[src/rtl/gray_seq_pkg.sv]
// Purpose : shared types and helpers for the Gray counter sequencing controller.
// Latency : n/a (package only).
// Backpressure: n/a. Contents: controller state enum, Gray width, binary-to-Gray helper.
package gray_seq_pkg;

  localparam int GRAY_W = 3;

  typedef enum logic [1:0] {
    IDLE  = 2'd0,
    CLEAR = 2'd1,
    RUN   = 2'd2,
    DONE  = 2'd3
  } state_e;

  function automatic logic [GRAY_W-1:0] bin2gray(input logic [GRAY_W-1:0] b);
    return b ^ (b >> 1);
  endfunction

endpackage

[src/rtl/gray_seq_ctrl_if.sv]
// Purpose : bundles the command, counter-pin and result signals of gray_seq_ctrl.
// Latency : n/a (wiring only).
// Backpressure: none; Start is a strobe that is simply ignored while the controller is busy.
// Signals : start/steps/abort (command), cnt_en/cnt_reset/cnt_value/cnt_overflow (counter pins),
//           busy/done/aborted/wrapped/final_value/steps_done (status and results).
// master = command source plus counter side, slave = the controller.
interface gray_seq_ctrl_if
  import gray_seq_pkg::*;
#(
  parameter int STEP_W = 8
);

  logic              start;
  logic [STEP_W-1:0] steps;
  logic              abort;
  logic              cnt_en;
  logic              cnt_reset;
  logic [GRAY_W-1:0] cnt_value;
  logic              cnt_overflow;
  logic              busy;
  logic              done;
  logic              aborted;
  logic              wrapped;
  logic [GRAY_W-1:0] final_value;
  logic [STEP_W-1:0] steps_done;

  modport master (
    output start, steps, abort, cnt_value, cnt_overflow,
    input  cnt_en, cnt_reset, busy, done, aborted, wrapped, final_value, steps_done
  );

  modport slave (
    input  start, steps, abort, cnt_value, cnt_overflow,
    output cnt_en, cnt_reset, busy, done, aborted, wrapped, final_value, steps_done
  );

endinterface

[src/rtl/gray_seq_ctrl.sv]
// Purpose : runs an external 3-bit Gray counter for exactly Steps enabled cycles per Start.
// Latency : Start at edge t with Steps=N>0 -> CLEAR t+1, En t+2..t+1+N, Done t+2+N (N=0: Done t+1).
// Backpressure: Start is accepted only in IDLE; Start while busy (including DONE) is dropped.
// Ports   : i_clk, i_reset (sync, active-high); bus (slave modport) carries the command,
//           counter pins and the held result registers.
module gray_seq_ctrl
  import gray_seq_pkg::*;
#(
  parameter int STEP_W = 8
) (
  input  logic           i_clk,
  input  logic           i_reset,
  gray_seq_ctrl_if.slave bus
);

  state_e            r_state;
  state_e            w_next_state;
  logic [STEP_W-1:0] r_remaining;
  logic [STEP_W-1:0] r_steps_done;
  logic              r_busy;
  logic              r_done;
  logic              r_aborted;
  logic              r_wrapped;
  logic [GRAY_W-1:0] r_final_value;
  // A zero-length run never clears the counter, so its pins still hold the
  // previous run's result; this flag stops DONE from sampling them.
  logic              r_skip_sample;
  logic              w_cnt_en;
  logic              w_cnt_reset;

  always_comb begin
    w_next_state = r_state;
    w_cnt_en     = 1'b0;
    w_cnt_reset  = i_reset;
    case (r_state)
      IDLE: begin
        if (bus.start) begin
          w_next_state = (bus.steps != '0) ? CLEAR : DONE;
        end
      end
      CLEAR: begin
        w_cnt_reset  = 1'b1;
        w_next_state = bus.abort ? DONE : RUN;
      end
      RUN: begin
        // Abort wins over the final step: no enable is issued in the abort cycle.
        w_cnt_en = !bus.abort;
        if (bus.abort || (r_remaining == STEP_W'(1))) begin
          w_next_state = DONE;
        end
      end
      DONE: begin
        w_next_state = IDLE;
      end
      default: begin
        w_next_state = IDLE;
      end
    endcase
  end

  always_ff @(posedge i_clk) begin
    if (i_reset) begin
      r_state       <= IDLE;
      r_remaining   <= '0;
      r_steps_done  <= '0;
      r_busy        <= 1'b0;
      r_done        <= 1'b0;
      r_aborted     <= 1'b0;
      r_wrapped     <= 1'b0;
      r_final_value <= '0;
      r_skip_sample <= 1'b0;
    end else begin
      r_state <= w_next_state;
      // Busy/Done are registered off the next state so they line up with the state itself.
      r_busy  <= (w_next_state != IDLE);
      r_done  <= (w_next_state == DONE);
      case (r_state)
        IDLE: begin
          if (bus.start) begin
            r_remaining   <= bus.steps;
            r_steps_done  <= '0;
            r_aborted     <= 1'b0;
            r_wrapped     <= 1'b0;
            r_final_value <= '0;
            r_skip_sample <= (bus.steps == '0);
          end
        end
        CLEAR: begin
          if (bus.abort) begin
            r_aborted <= 1'b1;
          end
        end
        RUN: begin
          if (bus.abort) begin
            r_aborted <= 1'b1;
          end else begin
            r_remaining  <= r_remaining - STEP_W'(1);
            r_steps_done <= r_steps_done + STEP_W'(1);
          end
        end
        DONE: begin
          if (!r_skip_sample) begin
            r_final_value <= bus.cnt_value;
            r_wrapped     <= bus.cnt_overflow;
          end
        end
        default: begin
        end
      endcase
    end
  end

  // The counter was cleared then enabled exactly r_steps_done times, so its
  // output in DONE must be the Gray code of that count modulo 8.
  always_ff @(posedge i_clk) begin
    if (!i_reset && (r_state == DONE) && !r_skip_sample) begin
      assert (bus.cnt_value == bin2gray(GRAY_W'(r_steps_done)));
    end
  end

  assign bus.cnt_en      = w_cnt_en;
  assign bus.cnt_reset   = w_cnt_reset;
  assign bus.busy        = r_busy;
  assign bus.done        = r_done;
  assign bus.aborted     = r_aborted;
  assign bus.wrapped     = r_wrapped;
  assign bus.final_value = r_final_value;
  assign bus.steps_done  = r_steps_done;

endmodule

[src/flat_wrapper.sv]
// flat-port wrapper written by rule: the top's interface ports become plain ports
module gray_seq_ctrl_flat import gray_seq_pkg::*;
#(
  parameter int STEP_W = 8
)
  (i_clk, i_reset, bus_start, bus_steps, bus_abort, bus_cnt_value, bus_cnt_overflow, bus_cnt_en, bus_cnt_reset, bus_busy, bus_done, bus_aborted, bus_wrapped, bus_final_value, bus_steps_done);
  gray_seq_ctrl_if #(.STEP_W(STEP_W)) bus_i ();
  input  logic i_clk;
  input  logic i_reset;
  input wire logic [$bits(bus_i.start)-1:0] bus_start;
  input wire logic [$bits(bus_i.steps)-1:0] bus_steps;
  input wire logic [$bits(bus_i.abort)-1:0] bus_abort;
  input wire logic [$bits(bus_i.cnt_value)-1:0] bus_cnt_value;
  input wire logic [$bits(bus_i.cnt_overflow)-1:0] bus_cnt_overflow;
  output wire logic [$bits(bus_i.cnt_en)-1:0] bus_cnt_en;
  output wire logic [$bits(bus_i.cnt_reset)-1:0] bus_cnt_reset;
  output wire logic [$bits(bus_i.busy)-1:0] bus_busy;
  output wire logic [$bits(bus_i.done)-1:0] bus_done;
  output wire logic [$bits(bus_i.aborted)-1:0] bus_aborted;
  output wire logic [$bits(bus_i.wrapped)-1:0] bus_wrapped;
  output wire logic [$bits(bus_i.final_value)-1:0] bus_final_value;
  output wire logic [$bits(bus_i.steps_done)-1:0] bus_steps_done;
  assign bus_i.start = bus_start;
  assign bus_i.steps = bus_steps;
  assign bus_i.abort = bus_abort;
  assign bus_i.cnt_value = bus_cnt_value;
  assign bus_i.cnt_overflow = bus_cnt_overflow;
  assign bus_cnt_en = bus_i.cnt_en;
  assign bus_cnt_reset = bus_i.cnt_reset;
  assign bus_busy = bus_i.busy;
  assign bus_done = bus_i.done;
  assign bus_aborted = bus_i.aborted;
  assign bus_wrapped = bus_i.wrapped;
  assign bus_final_value = bus_i.final_value;
  assign bus_steps_done = bus_i.steps_done;
  gray_seq_ctrl #(.STEP_W(STEP_W)) u_core (.i_clk(i_clk), .i_reset(i_reset), .bus(bus_i));
endmodule
[config.mk]
export PLATFORM = sky130hd
export DESIGN_NAME = gray_seq_ctrl_flat
export DESIGN_NICKNAME = d
export VERILOG_FILES = /design/src/rtl/gray_seq_pkg.sv /design/src/rtl/gray_seq_ctrl_if.sv /design/src/rtl/gray_seq_ctrl.sv /design/src/flat_wrapper.sv
export SDC_FILE = /design/constraint.sdc
export NUM_CORES = 1
export LEC_CHECK = 0
export CAP_MARGIN = 20
export CORE_MARGIN = 4
export CORE_UTILIZATION = 44
export CTS_BUF_LIST = sky130_fd_sc_hd__clkbuf_4 sky130_fd_sc_hd__clkbuf_8 sky130_fd_sc_hd__clkbuf_16
export DETAILED_ROUTE_END_ITERATION = 8
export PLACE_DENSITY = 0.75
export REMOVE_ABC_BUFFERS = 1
export SETUP_SLACK_MARGIN = 0.02
export SYNTH_ARGS = -nofsm -noshare
export SYNTH_HDL_FRONTEND = slang
export SYNTH_SLANG_ARGS = --single-unit
export TNS_END_PERCENT = 10
[constraint.sdc]
create_clock -name i_clk -period 2.1 [get_ports i_clk]
set_clock_uncertainty 0.2 [all_clocks]
set_input_delay 0.315 -clock i_clk [delete_from_list [all_inputs] [get_ports i_clk]]
set_output_delay 0.315 -clock i_clk [all_outputs]
set_load 0.1 [all_outputs]
==> insert_results.sql <==
INSERT INTO impl_metrics (metric_group, metric, value, unit) VALUES
('job', 'cap_viol_max_count', '0', ''),
('placement', 'placedCellCount', '250', ''),
('clock_tree', 'depth_of_the_cts_h_tree', '1', ''),
('logic_synthesis', 'yosys-top-cells-area', 'sky130_fd_sc_hd__dfxtp_1, sky130_fd_sc_hd__a21oi_1, sky130_fd_sc_hd__ha_1', ''),
('logic_synthesis', 'yosysMostFrequentCell', 'sky130_fd_sc_hd__dfxtp_1', ''),
('die', 'std_cell_rows', '20', ''),
('power_and_ir_drop', 'vdd_ir_drop_max', '0.674', 'mV'),
('power_and_ir_drop', 'total_leakage_power', '0.746', 'nW'),
('die', 'design.die.area', '0.00411', 'mm²'),
('outcome', 'run_status', 'complete, no violations', ''),
('routing', 'dr.first_iter.drc_count', '53', ''),
('clock_tree', 'cts_tree', 'yes', ''),
('logic_synthesis', 'ys_async_sr_fraction', '0', ''),
('routing', 'wl_per_cell', '13.7', 'µm'),
('logic_synthesis', 'seq_cells_post_synth', '26', ''),
('finish', 'fin_nets', '235', ''),
('setup_path', 'critical_path.endpoint', 'bus_cnt_reset', ''),
('logic_synthesis', 'synth-main-ff-cell', 'sky130_fd_sc_hd__dfxtp_1', ''),
('setup_path', 'end_kind', 'output port', ''),
('sta', 'clock.fmax', '497', 'MHz'),
('sta', 'max_slew.worst_pin.slew', '598', 'ps'),
('finish', 'drive_above_1_share', '0.213', ''),
('routing', 'drcViolationCount', '0', ''),
('routing', 'dr_total_vias', '1378', ''),
('logic_synthesis', 'main_combinational_cell_family_by_area_after_synthesis', 'simple AND/OR/NAND/NOR gates', ''),
('global_route', 'grt_first_pass_wirelength', '6.06', 'mm'),
('sta', 'period_share', '0.959', ''),
('logic_synthesis', 'netlist_area', '0.00139', 'mm²'),
('setup_path', 'rr_worst_depth', '6', ''),
('die', 'initial_core_utilization', '0.458', ''),
('sta', 'totalNegativeSetupSlack', '0', 'ps'),
('global_route', 'track_usage', '0.181', ''),
('finish', 'area_growth_syn_to_layout', '37.9', '%'),
('logic_synthesis', 'yosys.area_share.xor_xnor', '0.0126', ''),
('logic_synthesis', 'post-synth-top-area-cell', 'sky130_fd_sc_hd__dfxtp_1', ''),
('sta', 'final_period_minus_worst_setup_slack', '2010', 'ps'),
('setup_path', 'path_class', 'reg -> out', ''),
('logic_synthesis', 'yosys.area_share.adder', '0.0632', ''),
('die', 'die_w', '64.1', 'µm'),
('clock_tree', 'numCtsBuffers', '3', ''),
('clock_tree', 'clock_sinks', '26', ''),
('clock_tree', 'clock_tree.root_cell', 'sky130_fd_sc_hd__clkbuf_4', ''),
('placement', 'port-buffer-count', '32', ''),
('routing', 'drt_wl_total', '3.49', 'mm'),
('die', 'core_region_area', '0.00303', 'mm²'),
('global_route', 'number_of_antenna_violations_at_the_first_check_in_global_routing', '0', ''),
('hold_path', 'timing.hold.worst.class', 'reg -> reg', ''),
('routing', 'dr.pass1.iters', '4', ''),
('finish', 'layout_cells_excl_fill', '255', ''),
('setup_path', 'required_arrival_time_at_the_worst_endpoint', '1580', 'ps'),
('global_route', 'grt_util_met2', '0.314', ''),
('global_route', 'gr-max-usage-layer', 'met2', ''),
('global_route', 'globalRoute.totalOverflow', '0', ''),
('routing', 'final_antenna_net_count', '0', ''),
('global_route', 'grt.met1_usage', '0.220', ''),
('setup_path', 'setup.worst_path.start', 'u_core.r_state[1]$_SDFF_PP0_', ''),
('global_route', 'grt_max_degree', '20', ''),
('logic_synthesis', 'ys.warnings.count', '0', ''),
('sta', 'final_number_of_max_transition_violations', '0', ''),
('die', 'die_h', '64.1', 'µm'),
('routing', 'detail_route.vias_per_cell', '5.40', ''),
('clock_tree', 'worst_skew_pair.late_latency', '330', 'ps'),
('finish', 'n_antenna_cell', '0', ''),
('clock_tree', 'clockBufferDepth', '2', ''),
('setup_path', 'worstPathCellList', 'inv_1 > ha_1 > or2_2 > buf_12', ''),
('die', 'io_count', '33', ''),
('logic_synthesis', 'synthesis.area_per_instance', '8.15', 'µm²'),
('power_and_ir_drop', 'power_density', '1030', 'mW/mm²'),
('logic_synthesis', 'ys_seq_area_frac', '0.375', ''),
('setup_path', 'ff2ff_setup_slack', '90', 'ps'),
('logic_synthesis', 'yosys.area_share.simple', '0.246', '');
==> cell families after synthesis <==
| logic type | after synthesis |
|---|---|
| buf+inv | 16 |
| fa+ha+maj | 7 |
| xor+xnor | 2 |
| simple gates | 64 |
| flops | 26 |
| compound gates | 50 |
| mux | 5 |
==> through the flow <==
stage          power [W]  cell area, µm²  utilization  worst slack, ps
6_report         0.00197            1910        0.631             87.0
5_1_grt          0.00210            1910        0.631             16.9
3_3_place_gp     0.00161            1830        0.603             4.49
4_1_cts          0.00190            1870        0.617            -10.4
3_5_place_dp     0.00164            1830        0.603            -69.6
2_1_floorplan    0.00131            1360            -             -115
==> layer usage <==
metal	up-vias	part of all wire	routed length (µm)
li1	692	-	-
met4	0	0.020	70
met1	638	0.45	1570
met3	7	0.051	179
met5	-	0	0
met2	41	0.48	1660
==> worst min-delay path by stage <==
stage	depth (start not counted)	end	start	slack, ps
after global placement	2	u_core.r_skip_sample$_SDFFE_PP0P_	u_core.r_skip_sample$_SDFFE_PP0P_	260
after detailed placement	2	u_core.r_remaining[1]$_SDFFE_PP0P_	u_core.r_remaining[1]$_SDFFE_PP0P_	270
final	2	u_core.r_remaining[1]$_SDFFE_PP0P_	u_core.r_remaining[1]$_SDFFE_PP0P_	290
after CTS	2	u_core.r_skip_sample$_SDFFE_PP0P_	u_core.r_skip_sample$_SDFFE_PP0P_	290
after global routing	2	u_core.r_remaining[1]$_SDFFE_PP0P_	u_core.r_remaining[1]$_SDFFE_PP0P_	310
after floorplan	1	u_core.bus.steps_done[1]$_SDFFE_PP0P_	i_reset	180
==> cell usage in the layout, fill, tap and decap left out, types with 2 or more instances in the layout <==
| cell type | instances |
|---|---|
| sky130_fd_sc_hd__nand4_1 | 2 |
| sky130_fd_sc_hd__mux2i_1 | 4 |
| sky130_fd_sc_hd__buf_4 | 23 |
| sky130_fd_sc_hd__nand2_1 | 9 |
| sky130_fd_sc_hd__o21ai_0 | 13 |
| sky130_fd_sc_hd__a211oi_1 | 4 |
| sky130_fd_sc_hd__nand2b_1 | 3 |
| sky130_fd_sc_hd__a21oi_1 | 20 |
| sky130_fd_sc_hd__and2_1 | 4 |
| sky130_fd_sc_hd__a31oi_1 | 2 |
| sky130_fd_sc_hd__inv_1 | 8 |
| sky130_fd_sc_hd__ha_1 | 5 |
| sky130_fd_sc_hd__nand3_1 | 5 |
| sky130_fd_sc_hd__o211ai_1 | 2 |
| sky130_fd_sc_hd__o31ai_1 | 2 |
| sky130_fd_sc_hd__nor4_1 | 3 |
| sky130_fd_sc_hd__nor2b_1 | 7 |
| sky130_fd_sc_hd__xnor2_1 | 2 |
| sky130_fd_sc_hd__nor3_1 | 5 |
| sky130_fd_sc_hd__or3_1 | 2 |
| sky130_fd_sc_hd__nor2_1 | 14 |
| sky130_fd_sc_hd__or4_1 | 3 |
| sky130_fd_sc_hd__clkbuf_4 | 3 |
| sky130_fd_sc_hd__dfxtp_1 | 24 |
| sky130_fd_sc_hd__nor4b_1 | 2 |
| sky130_fd_sc_hd__clkdlybuf4s50_1 | 15 |
| sky130_fd_sc_hd__buf_12 | 5 |
==> critical path, delay by kind of cell (launching register included) <==
family        cells  cell delay [ps]
flops             1              400
simple gates      1              330
fa+ha+maj         1              210
buf+inv           2              230
==> report_power, final <==
part / switching [W] / internal [W]
sequential: 0.0000697 / 0.000576
combinational: 0.000645 / 0.000422
clock: 0.000149 / 0.000106
total: 0.000864 / 0.00110
==> sequential cells by signal (all words and copies together) (netlist names) <==
| signal | count |
|---|---|
| u_core.bus.steps_done | 8 |
| u_core.bus.wrapped | 1 |
| u_core.bus.busy | 1 |
| u_core.bus.aborted | 1 |
| u_core.bus.final_value | 3 |
| u_core.bus.done | 1 |
| u_core.r_skip_sample | 1 |
| u_core.r_remaining | 8 |
| u_core.r_state | 2 |
==> cell type report <==
type	count	area, µm²
Fill cell	263	1120
Multi-Input combinational cell	128	831
Sequential cell	26	526
Timing Repair Buffer	43	423
Tap cell	44	55.1
Inverter	10	41.3
Clock buffer	4	36.3
==> repair_timing <==
action | in CTS | in global routing
endpoints found under the setup margin | 15 | 20
hold buffers | 0 | 0
gates resized for setup | 3 | 9
buffers inserted | 0 | 1
gates cloned | 0 | 0
(Power assumes the default switching activity.)
